File: src/rtl/mjpg_bs_scheduler.sv
// rtl/mjpg_bs_scheduler.sv - MJPG bitstream packer slot scheduler (optional checker: MJPG_SCHED_COLLISION_CHK_EN)
module mjpg_bs_scheduler #(
    parameter int HDR_LEN   = 171,
    parameter int HDR_FIRST = 2,
    parameter int Y_CYC     = 29,
    parameter int C_CYC     = 7,
    parameter int GUARD_CYC = 8
) (
    input  logic        clk,
    input  logic        rst_n,
    input  logic        sof,
    input  logic        row_ready,
    input  logic [7:0]  h_mcu,
    input  logic [17:0] ce_len,
    output logic        align_req,
    output logic        hdr_req,
    output logic [7:0]  hdr_idx,
    output logic [2:0]  ce_req,
    output logic [7:0]  e_x_mcu,
    output logic        row_done,
    output logic        busy,
    output logic        overrun,
    output logic        collide
);

    // One shared window counter, wide enough for the longest window plus one.
    localparam int CNT_MAX = (Y_CYC > C_CYC) ? ((Y_CYC > GUARD_CYC) ? Y_CYC : GUARD_CYC)
                                             : ((C_CYC > GUARD_CYC) ? C_CYC : GUARD_CYC);
    localparam int CW      = $clog2(CNT_MAX + 1);

    typedef enum logic [2:0] {
        S_IDLE, S_ALIGN, S_HDR, S_WAIT_ROW, S_Y, S_CB, S_CR, S_GUARD
    } state_t;

    state_t          state_q, state_d;
    logic [CW-1:0]   cnt_q, cnt_d;
    logic [7:0]      hmcu_q, hmcu_d;
    logic [7:0]      idx_d;
    logic [7:0]      x_d;
    logic            row_done_d;
    logic            overrun_d;
    logic            in_row;

    assign in_row = (state_q == S_Y) || (state_q == S_CB) || (state_q == S_CR) || (state_q == S_GUARD);

    // Next-state and next-output decode; sof overrides everything as a frame abort/restart.
    always_comb begin
        state_d    = state_q;
        cnt_d      = cnt_q;
        hmcu_d     = hmcu_q;
        idx_d      = hdr_idx;
        x_d        = e_x_mcu;
        row_done_d = 1'b0;
        overrun_d  = overrun;
        case (state_q)
            S_IDLE: ;
            S_ALIGN: begin
                state_d = S_HDR;
                idx_d   = 8'(HDR_FIRST);
            end
            S_HDR: begin
                if (hdr_idx == 8'(HDR_LEN - 1)) begin
                    state_d = S_WAIT_ROW;
                    idx_d   = 8'd0;
                end else begin
                    idx_d = hdr_idx + 8'd1;
                end
            end
            S_WAIT_ROW: begin
                if (row_ready) begin
                    hmcu_d = h_mcu;
                    if (h_mcu != 8'd0) begin
                        state_d = S_Y;
                        cnt_d   = '0;
                        x_d     = 8'd0;
                    end else begin
                        row_done_d = 1'b1;
                    end
                end
            end
            S_Y: begin
                if (cnt_q == CW'(Y_CYC - 1)) begin
                    state_d = S_CB;
                    cnt_d   = '0;
                end else begin
                    cnt_d = cnt_q + CW'(1);
                end
            end
            S_CB: begin
                if (cnt_q == CW'(C_CYC - 1)) begin
                    state_d = S_CR;
                    cnt_d   = '0;
                end else begin
                    cnt_d = cnt_q + CW'(1);
                end
            end
            S_CR: begin
                if (cnt_q == CW'(C_CYC - 1)) begin
                    state_d = S_GUARD;
                    cnt_d   = '0;
                end else begin
                    cnt_d = cnt_q + CW'(1);
                end
            end
            S_GUARD: begin
                if (cnt_q == CW'(GUARD_CYC - 1)) begin
                    cnt_d = '0;
                    if (({1'b0, e_x_mcu} + 9'd1) < {1'b0, hmcu_q}) begin
                        state_d = S_Y;
                        x_d     = e_x_mcu + 8'd1;
                    end else begin
                        state_d    = S_WAIT_ROW;
                        x_d        = 8'd0;
                        row_done_d = 1'b1;
                    end
                end else begin
                    cnt_d = cnt_q + CW'(1);
                end
            end
            default: state_d = S_IDLE;
        endcase
        if (row_ready && in_row) begin
            overrun_d = 1'b1;
        end
        if (sof) begin
            state_d    = S_ALIGN;
            cnt_d      = '0;
            idx_d      = 8'd0;
            x_d        = 8'd0;
            row_done_d = 1'b0;
            overrun_d  = 1'b0;
        end
    end

    // State register plus registered outputs decoded from the next state.
    always_ff @(posedge clk) begin
        if (!rst_n) begin
            state_q   <= S_IDLE;
            cnt_q     <= '0;
            hmcu_q    <= 8'd0;
            align_req <= 1'b0;
            hdr_req   <= 1'b0;
            hdr_idx   <= 8'd0;
            ce_req    <= 3'b000;
            e_x_mcu   <= 8'd0;
            row_done  <= 1'b0;
            busy      <= 1'b0;
            overrun   <= 1'b0;
        end else begin
            state_q   <= state_d;
            cnt_q     <= cnt_d;
            hmcu_q    <= hmcu_d;
            align_req <= (state_d == S_ALIGN);
            hdr_req   <= (state_d == S_HDR);
            hdr_idx   <= idx_d;
            ce_req    <= {state_d == S_CR, state_d == S_CB, state_d == S_Y};
            e_x_mcu   <= x_d;
            row_done  <= row_done_d;
            busy      <= (state_d != S_IDLE) && (state_d != S_WAIT_ROW);
            overrun   <= overrun_d;
        end
    end

`ifdef MJPG_SCHED_COLLISION_CHK_EN
    logic       fh_prev_q;
    logic [2:0] nz;
    logic       multi_nz;

    assign nz       = {|ce_len[17:12], |ce_len[11:6], |ce_len[5:0]};
    assign multi_nz = (nz[0] & nz[1]) | (nz[0] & nz[2]) | (nz[1] & nz[2]);

    // Sticky flag: two encoders writing at once, or an encoder writing right after a header slot.
    always_ff @(posedge clk) begin
        if (!rst_n) begin
            fh_prev_q <= 1'b0;
            collide   <= 1'b0;
        end else begin
            fh_prev_q <= align_req | hdr_req;
            if (multi_nz || ((|nz) && fh_prev_q)) begin
                collide <= 1'b1;
            end
        end
    end
`else
    logic unused_ce_len;
    assign unused_ce_len = ^ce_len;
    assign collide       = 1'b0;
`endif

endmodule
File: config.mk
export PLATFORM = sky130hd
export DESIGN_NAME = mjpg_bs_scheduler
export DESIGN_NICKNAME = d
export VERILOG_FILES = /design/src/rtl/mjpg_bs_scheduler.sv
export SDC_FILE = /design/constraint.sdc
export NUM_CORES = 1
export LEC_CHECK = 0
export CORE_MARGIN = 3
export CORE_UTILIZATION = 53
export DETAILED_ROUTE_END_ITERATION = 16
export MAX_ROUTING_LAYER = met4
export PLACE_DENSITY_LB_ADDON = 0.12
export RECOVER_POWER = 100
export SYNTH_ARGS = -nofsm -noshare
export SYNTH_HDL_FRONTEND = slang
export SYNTH_SLANG_ARGS = --single-unit
File: constraint.sdc
create_clock -name clk -period 7.34 [get_ports clk]
set_clock_uncertainty 0.05 [all_clocks]
set_input_delay 1.468 -clock clk [delete_from_list [all_inputs] [get_ports clk]]
set_output_delay 1.468 -clock clk [all_outputs]
set_load 0.01 [all_outputs]
# After elaboration in Yosys (flattened, before gate mapping)
# Cells that the tools add are included.
# classes
n_mul,0
n_bitwise,1
div,0
magnitude_cmp,1
n_shift,0
eq_ne,20
muxes,28
add_sub_neg,4
n_reduce_logical,15
# ops
operator,n
8-bit two-way mux,5
8-bit case mux with 2 select lines,2
3-bit two-way mux,9
5-bit two-way mux,5
"3-bit == test, second input constant",7
3-bit case mux with 7 select lines,1
5-bit case mux with 4 select lines,1
"8-bit by 1-bit adder with 8-bit output, second input constant",2
"5-bit by 3-bit == test with 1-bit output, second input constant",2
"8-bit by 1-bit adder with 9-bit output, second input constant",1
"3-bit by 2-bit == test with 1-bit output, second input constant",3
9-bit by 8-bit less-than comparator with 1-bit output,1
"8-bit == test, second input constant",1
8-bit nonzero test,1
"3-bit by 1-bit == test with 1-bit output, second input constant",2
"5-bit by 1-bit adder with 5-bit output, second input constant",1
"5-bit == test, second input constant",1
1-bit two-way mux,4
"2-bit inequality test, second input constant",2
4-bit AND reduction,1
2-bit nonzero test,2
4-bit nonzero test,1
2-bit OR reduction,2
1-bit logical OR,3
other kinds (8),9
# totals
latch_bits,0
register_bits,40
output_inout_bits,25
rom_bits,0
wordCells,80
mem_bits_rw,0
mem_count,0

# Depth between registers and ports, before layout
# Gate-level depths: netlist of run 1.
# depth
ltp_word,8
mapped_depth,12
depth_no_buf,10

# Worst setup path after synthesis of run 1
# Ideal clock, no wire load.
# synth_path
path_type,reg-to-reg
from,reg e_x_mcu[0]
to,reg e_x_mcu[4]
t_arrival_ps,2688
n_path_buf,2
t_required_ps,7199
setup_slack_ps,4511
stages_incl_launch_ff,13
path_cell_list,dfxtp_1 ha_1 clkbuf_2 nand3_1 xnor2_1 ha_1 a21oi_1 o221ai_2 or3_4 nor3_4 buf_6 a41oi_1 a311oi_1
# synth_via
elab_chain_cells,5
# synth_rtl
item,line_no,text
from (decl),19,"output logic [7:0] e_x_mcu,"
from (signal assigned),145,e_x_mcu <= 8'd0;
from (signal assigned),157,e_x_mcu <= x_d;
8-bit by 1-bit adder with 9-bit output,108,"if (({1'b0, e_x_mcu} + 9'd1) < {1'b0, hmcu_q}) begin"
9-bit by 8-bit less-than comparator with 1-bit output,108,
8-bit two-way mux (*),108,
8-bit two-way mux (*),106,if (cnt_q == CW'(GUARD_CYC - 1)) begin
8-bit case mux with 2 select lines (*),55,case (state_q)
# Every way passes the cells marked *; elsewhere a longest branch is shown, timed or not. The select of a mux whose other input is x is not followed.
# A chain may end at the register's enable or synchronous reset.

# Worst setup path in the final report of run 1
# layout_path
from,in row_ready
to,reg ce_req[1]
# layout_via
elab_chain_cells,4
# layout_rtl
item,line_no,text
from (decl),12,"input logic row_ready,"
3-bit two-way mux,70,if (row_ready) begin
3-bit case mux with 7 select lines,55,
3-bit two-way mux,125,if (sof) begin
3-bit == test,156,"ce_req <= {state_d == S_CR, state_d == S_CB, state_d == S_Y};"
to (signal assigned),156,
to (decl),18,"output logic [2:0] ce_req,"
# Every way passes these cells.

==> results of run 1 <==
-- cell usage after synthesis, types with 3 or more instances --
cell type and instances:
nand3_1 9, buf_4 3, nor2_1 20, a311oi_1 6
xnor2_1 3, nor2b_1 3, nand2b_1 3, dfxtp_1 40
xor2_1 5, nor3b_1 5, buf_6 3, a21oi_1 29
and3_1 4, o21ai_0 9, clkbuf_1 3, a22oi_1 4
nand2_1 33, ha_1 13, mux2i_1 3, nor3_1 6
inv_1 22
-- per-stage QoR --
step,instance area [sq um],hold WS [ns]
6_report,2620,0.406
5_1_grt,2620,0.424
4_1_cts,2650,0.407
3_5_place_dp,2550,0.397
3_3_place_gp,2550,0.395
2_1_floorplan,2240,0.386
-- routing by layer --
| layer | vias to the layer above | wire length (microns) | share of wire [%] | global-route usage [%] |
|---|---|---|---|---|
| li1 | 1009 | - | - | - |
| met1 | 916 | 2090 | 44 | 24.2 |
| met3 | 13 | 227 | 4.7 | 3.98 |
| met5 | - | 0 | 0 | - |
| met2 | 59 | 2350 | 49 | 34.7 |
| met4 | 0 | 130 | 2.7 | 10.0 |
-- tightest hold or removal path, cell delays in order (launching register included) --
cell and delay, ns:
dfxtp_1 0.31, nand2_1 0.05, a21oi_1 0.05
-- flip-flops by register name, indices dropped and copies added (netlist names) --
register and cells:
hmcu_q 8, row_done 1, state_q 3, overrun 1, ce_req 3, busy 1, hdr_req 1, e_x_mcu 8
hdr_idx 8, cnt_q 5, align_req 1
-- power breakdown --
| group | switching, W | internal, W |
|---|---|---|
| Clock | 0.0000737 | 0.0000837 |
| Sequential | 0.00000226 | 0.000219 |
| Combinational | 0.0000138 | 0.0000120 |
| Total | 0.0000898 | 0.000315 |
-- cells by family (layout without fill, tap and decap cells) --
group,Yosys count,in the layout
and+or+nand+nor,101,101
AOI/OAI and AO/OA,67,67
DFF,40,40
buffers and inverters,35,65
adders and majority gates,13,13
xor gates and xnor gates,8,8
muxes,4,4
other,1,1
-- cell type report --
type                    count  area share [%]
repair buffers             35            13.4
well taps                  48            2.29
clock buffers               7            3.68
multi-input cells         194            46.7
flip-flops and latches     40            30.6
inverters                  23            3.30
-- how the worst min path moves through the flow --
stage	startpoint	end	slack, ns	depth (start not counted)
after floorplan	hmcu_q[1]	hmcu_q[1]	0.39	2
after global placement	hmcu_q[4]	hmcu_q[4]	0.39	2
after detailed placement	hmcu_q[5]	hmcu_q[5]	0.40	2
after CTS	hmcu_q[5]	hmcu_q[5]	0.41	2
after global routing	hmcu_q[5]	hmcu_q[5]	0.42	2
final	hmcu_q[5]	hmcu_q[5]	0.41	2
==> out/metrics.csv, run 1 <==
metric;value;unit
worstReg2RegStart;e_x_mcu[0];
grt-ovfl-total;0;
numClockSinks;40;
critPathMaxStageDelay;0.63;ns
portBuffers;35;
ys_top_cells_by_area;dfxtp_1, ha_1, a21oi_1;
synth.area.mux_share;1.84;%
drt-total-wl;4.79;mm
ff2ff_path_depth;10;
hold_class;reg2reg;
p_leak;1.03;nW
synthXorXnorAreaFrac;3.13;%
cts_root_buf;clkbuf_8;
die_area;0.00504;sq mm
final_nets;342;
antenna_cells;0;
synthSimpleGateAreaFrac;23.8;%
h-tree-depth;2;
critPathMaxFanout;10;
coreArea;0.00385;sq mm
yosysSeqAreaShare;35.8;%
ctsHoldBuffers;0;
antenna_found_initial;0;
finalCritPeriodShare;54.5;%
synth_compound_area_share;19.9;%
endpoint;ce_req[1];
path_buf_inv;1;
cp_cell_sequence;dlygate4sd3_1 -> nor2b_1 -> nor2b_1 -> a21oi_1 -> a311oi_1 -> nand2_1 -> nor3b_1;
rows;22;
slowest_stage;a311oi_1;
path_class;in2reg;
fp.dieH;71.0;microns
ys_ff_latch;40;
dieWidth;71.0;microns
rsz0062_at_grt;no;
gp_congestion;0.871;
drc;0;
numCtsBuffers;5;
yosysUniqueCellTypes;56;
slew_violations;0;
tightest_slew;1.17;ns
worst_slack;3.34;ns
synth-edff-count;0;
crit_family;simple AND/OR/NAND/NOR gates;
status;finished clean;
peakVddDrop;0.109;mV
powerDensity;155;mW/mm^2
power;0.000404;W
clock_latency;0.30;ns
hpwl;3.54;mm
yosys_warnings;0;
synth_top_family_by_area;simple AND/OR/NAND/NOR gates;
cts_buffer_depth;2;
cts_tree;built;
synth-main-ff-cell;dfxtp_1;
design.portCount;55;
crit_path_start;row_ready;
dp_cells;340;
endpoint_kind;register;
critPathRequiredTime;7.51;ns
fmax;250;MHz
ff_latch_area;801;sq um
post_cts_buffers;0;
finalSetupViolCount;0;
path_depth;7;
start_util;58.1;%
path_clk_slew;0.07;ns
final_cell_mix;dfxtp_1, nand2_1, a21oi_1;
drive_above_1_share;4.68;%
worstPathArrival;4.17;ns
rrSetupSlack;3.39;ns
cts_resized;0;
hold_viol;0;
async_reset_ff_share;0;%
synth_top_area_share;35.8;%
routedWlPerCell;13.8;microns
avgSynthCellArea;8.32;sq um
dp_worst_setup_slack;3.42;ns
final_common_cell;dfxtp_1;
path_common_cell;nor2b_1;
stdcell_count;347;
relSlewSlack;21.5;%
grt_pass1_wl;8.31;mm
period_needed;4.00;ns
fillers;347;
vias;1997;
drv_cap;0;
synth_nets;312;
grt.total_usage;20.9;%
final_util;67.9;%
netlist_instances;269;
timing.rr.end;e_x_mcu[2];
synth_area;0.00224;sq mm
drtAntennaViolNets;0;
vias_per_cell;5.76;
multi_input_area;0.00122;sq mm
yosysTopAreaCell;dfxtp_1;
synth_fa_ha_area_share;7.27;%
grt_max_degree;24;
grt_pass1_vias;1882;
syn_to_final_growth;16.9;%
crit_path_start_kind;input port;
tns;0;ns
firstDrtPassIters;5;
drt_iter0_markers;117;
No activity file was read; power rests on OpenSTA's default activity.
==> inputs of run 2 (changes only) <==
CORE_UTILIZATION = 45   (was 53)
clock period = 3.65 ns   (was 7.34 ns; I/O delays follow)
==> out/metrics.csv, run 2 (synthesis results as in run 1) <==
metric;value;unit
ff2ff_path_depth;11;
hold_path_end;hmcu_q[7];
critPathRequiredTime;3.79;ns
busiest_layer;met2;
final_common_cell;dfxtp_1;
drt_iter0_markers;53;
numClockSinks;40;
grt_pass1_vias;1851;
design.portCount;55;
syn_to_final_growth;19.7;%
rrSetupSlack;0.44;ns
cts_buffer_depth;2;
dp_cells;362;
dieWidth;76.5;microns
vias;1959;
worst_slack;0.439;ns
global_route.usage.met3;3.66;%
stdcell_count;370;
drv_cap;0;
coreArea;0.00475;sq mm
worstReg2RegStart;e_x_mcu[1];
routedWlPerCell;12.7;microns
p_leak;1.06;nW
placed_area;0.00260;sq mm
grt_use_met1;19.4;%
rsz0062_at_grt;no;
h-tree-depth;2;
final_util;56.4;%
vias_per_cell;5.29;
hold_viol;0;
grt_use_met2;30.1;%
post_cts_buffers;0;
start_util;47.1;%
endpoint_kind;register;
timing.rr.end;e_x_mcu[6];
hold_start;hmcu_q[7];
grt.total_usage;17.3;%
grt-ovfl-total;0;
clock_latency;0.29;ns
period_needed;3.21;ns
hold_depth;2;
fillers;488;
antenna_found_initial;0;
critPathMaxFanout;7;
finalCritPeriodShare;88.0;%
crit_path_start_kind;register;
tightest_slew;0.857;ns
fmax;311;MHz
hpwl;3.56;mm
multi_input_area;0.00125;sq mm
path_clk_slew;0.08;ns
slew_violations;0;
cts_root_buf;clkbuf_8;
top_regs;e_x_mcu: 8 flops, hdr_idx: 8 flops, hmcu_q: 8 flops;
drt-total-wl;4.71;mm
hold_class;reg2reg;
finalSetupViolCount;0;
grt_pass1_wl;8.02;mm
portBuffers;35;
final_cell_area;0.00268;sq mm
drtAntennaViolNets;0;
firstDrtPassIters;4;
dp_worst_setup_slack;0.521;ns
ff_latch_area;801;sq um
path_class;reg2reg;
antenna_cells;0;
final_nets;345;
fp.dieH;76.5;microns
gp_congestion;0.837;
relSlewSlack;42.7;%
drc;0;
tns;0;ns
die_area;0.00586;sq mm
cts_resized;0;
powerDensity;299;mW/mm^2
worstPathArrival;3.35;ns
peakVddDrop;0.170;mV
rows;25;
ctsHoldBuffers;0;
numCtsBuffers;5;
drive_above_1_share;6.60;%
grt_max_degree;24;
cts_tree;built;
status;finished clean;
final_cell_mix;dfxtp_1, nand2_1, a21oi_1;
-- run 2: per-stage QoR --
step | hold WS, ns | total power, W
after global routing | 0.432 | 0.000833
after detailed placement | 0.399 | 0.000509
final | 0.408 | 0.000801
after global placement | 0.397 | 0.000509
after floorplan | 0.386 | 0.000485
after CTS | 0.412 | 0.000814
-- run 2: layout make-up --
class	instances	area share, %
clock buffer	6	3.08
clock inverter	2	0.373
inverter	23	3.22
multi-input combinational	194	46.5
sequential	40	29.9
tap	67	3.13
timing repair buffer	38	13.8
-- run 2: worst max-delay path by stage --
stage | to | slack (ns) | start | depth (start not counted)
after floorplan | e_x_mcu[4] | 0.82 | e_x_mcu[0] | 12
after global placement | e_x_mcu[6] | 0.55 | e_x_mcu[1] | 11
after detailed placement | e_x_mcu[6] | 0.52 | e_x_mcu[1] | 11
after CTS | e_x_mcu[6] | 0.50 | e_x_mcu[1] | 11
after global routing | e_x_mcu[2] | 0.27 | e_x_mcu[1] | 10
final | e_x_mcu[6] | 0.44 | e_x_mcu[1] | 11
-- run 2: power by group --
part / switching (W) / internal [W] / leakage (nW) / total (W)
clock: 0.000153 / 0.000151 / 0.0510 / 0.000304
combinational: 0.0000277 / 0.0000239 / 0.688 / 0.0000517
sequential: 0.00000465 / 0.000440 / 0.323 / 0.000445
-- run 2: critical path: stages (launching register included) --
cell and delay (ns):
dfxtp_1 0.40, ha_1 0.35, nand3_1 0.19, xnor2_1 0.21, ha_1 0.27, a21oi_1 0.20
o221ai_2 0.12, or3_1 0.47, nor3_4 0.33, buf_4 0.20, nand2_1 0.06, a311oi_1 0.26
-- run 2: per-layer routing --
metal  vias up  share of wire, %
li1       1017                 -
met4         0               1.5
met1       906                47
met2        30                49
met3         6               2.6
met5         -                 0
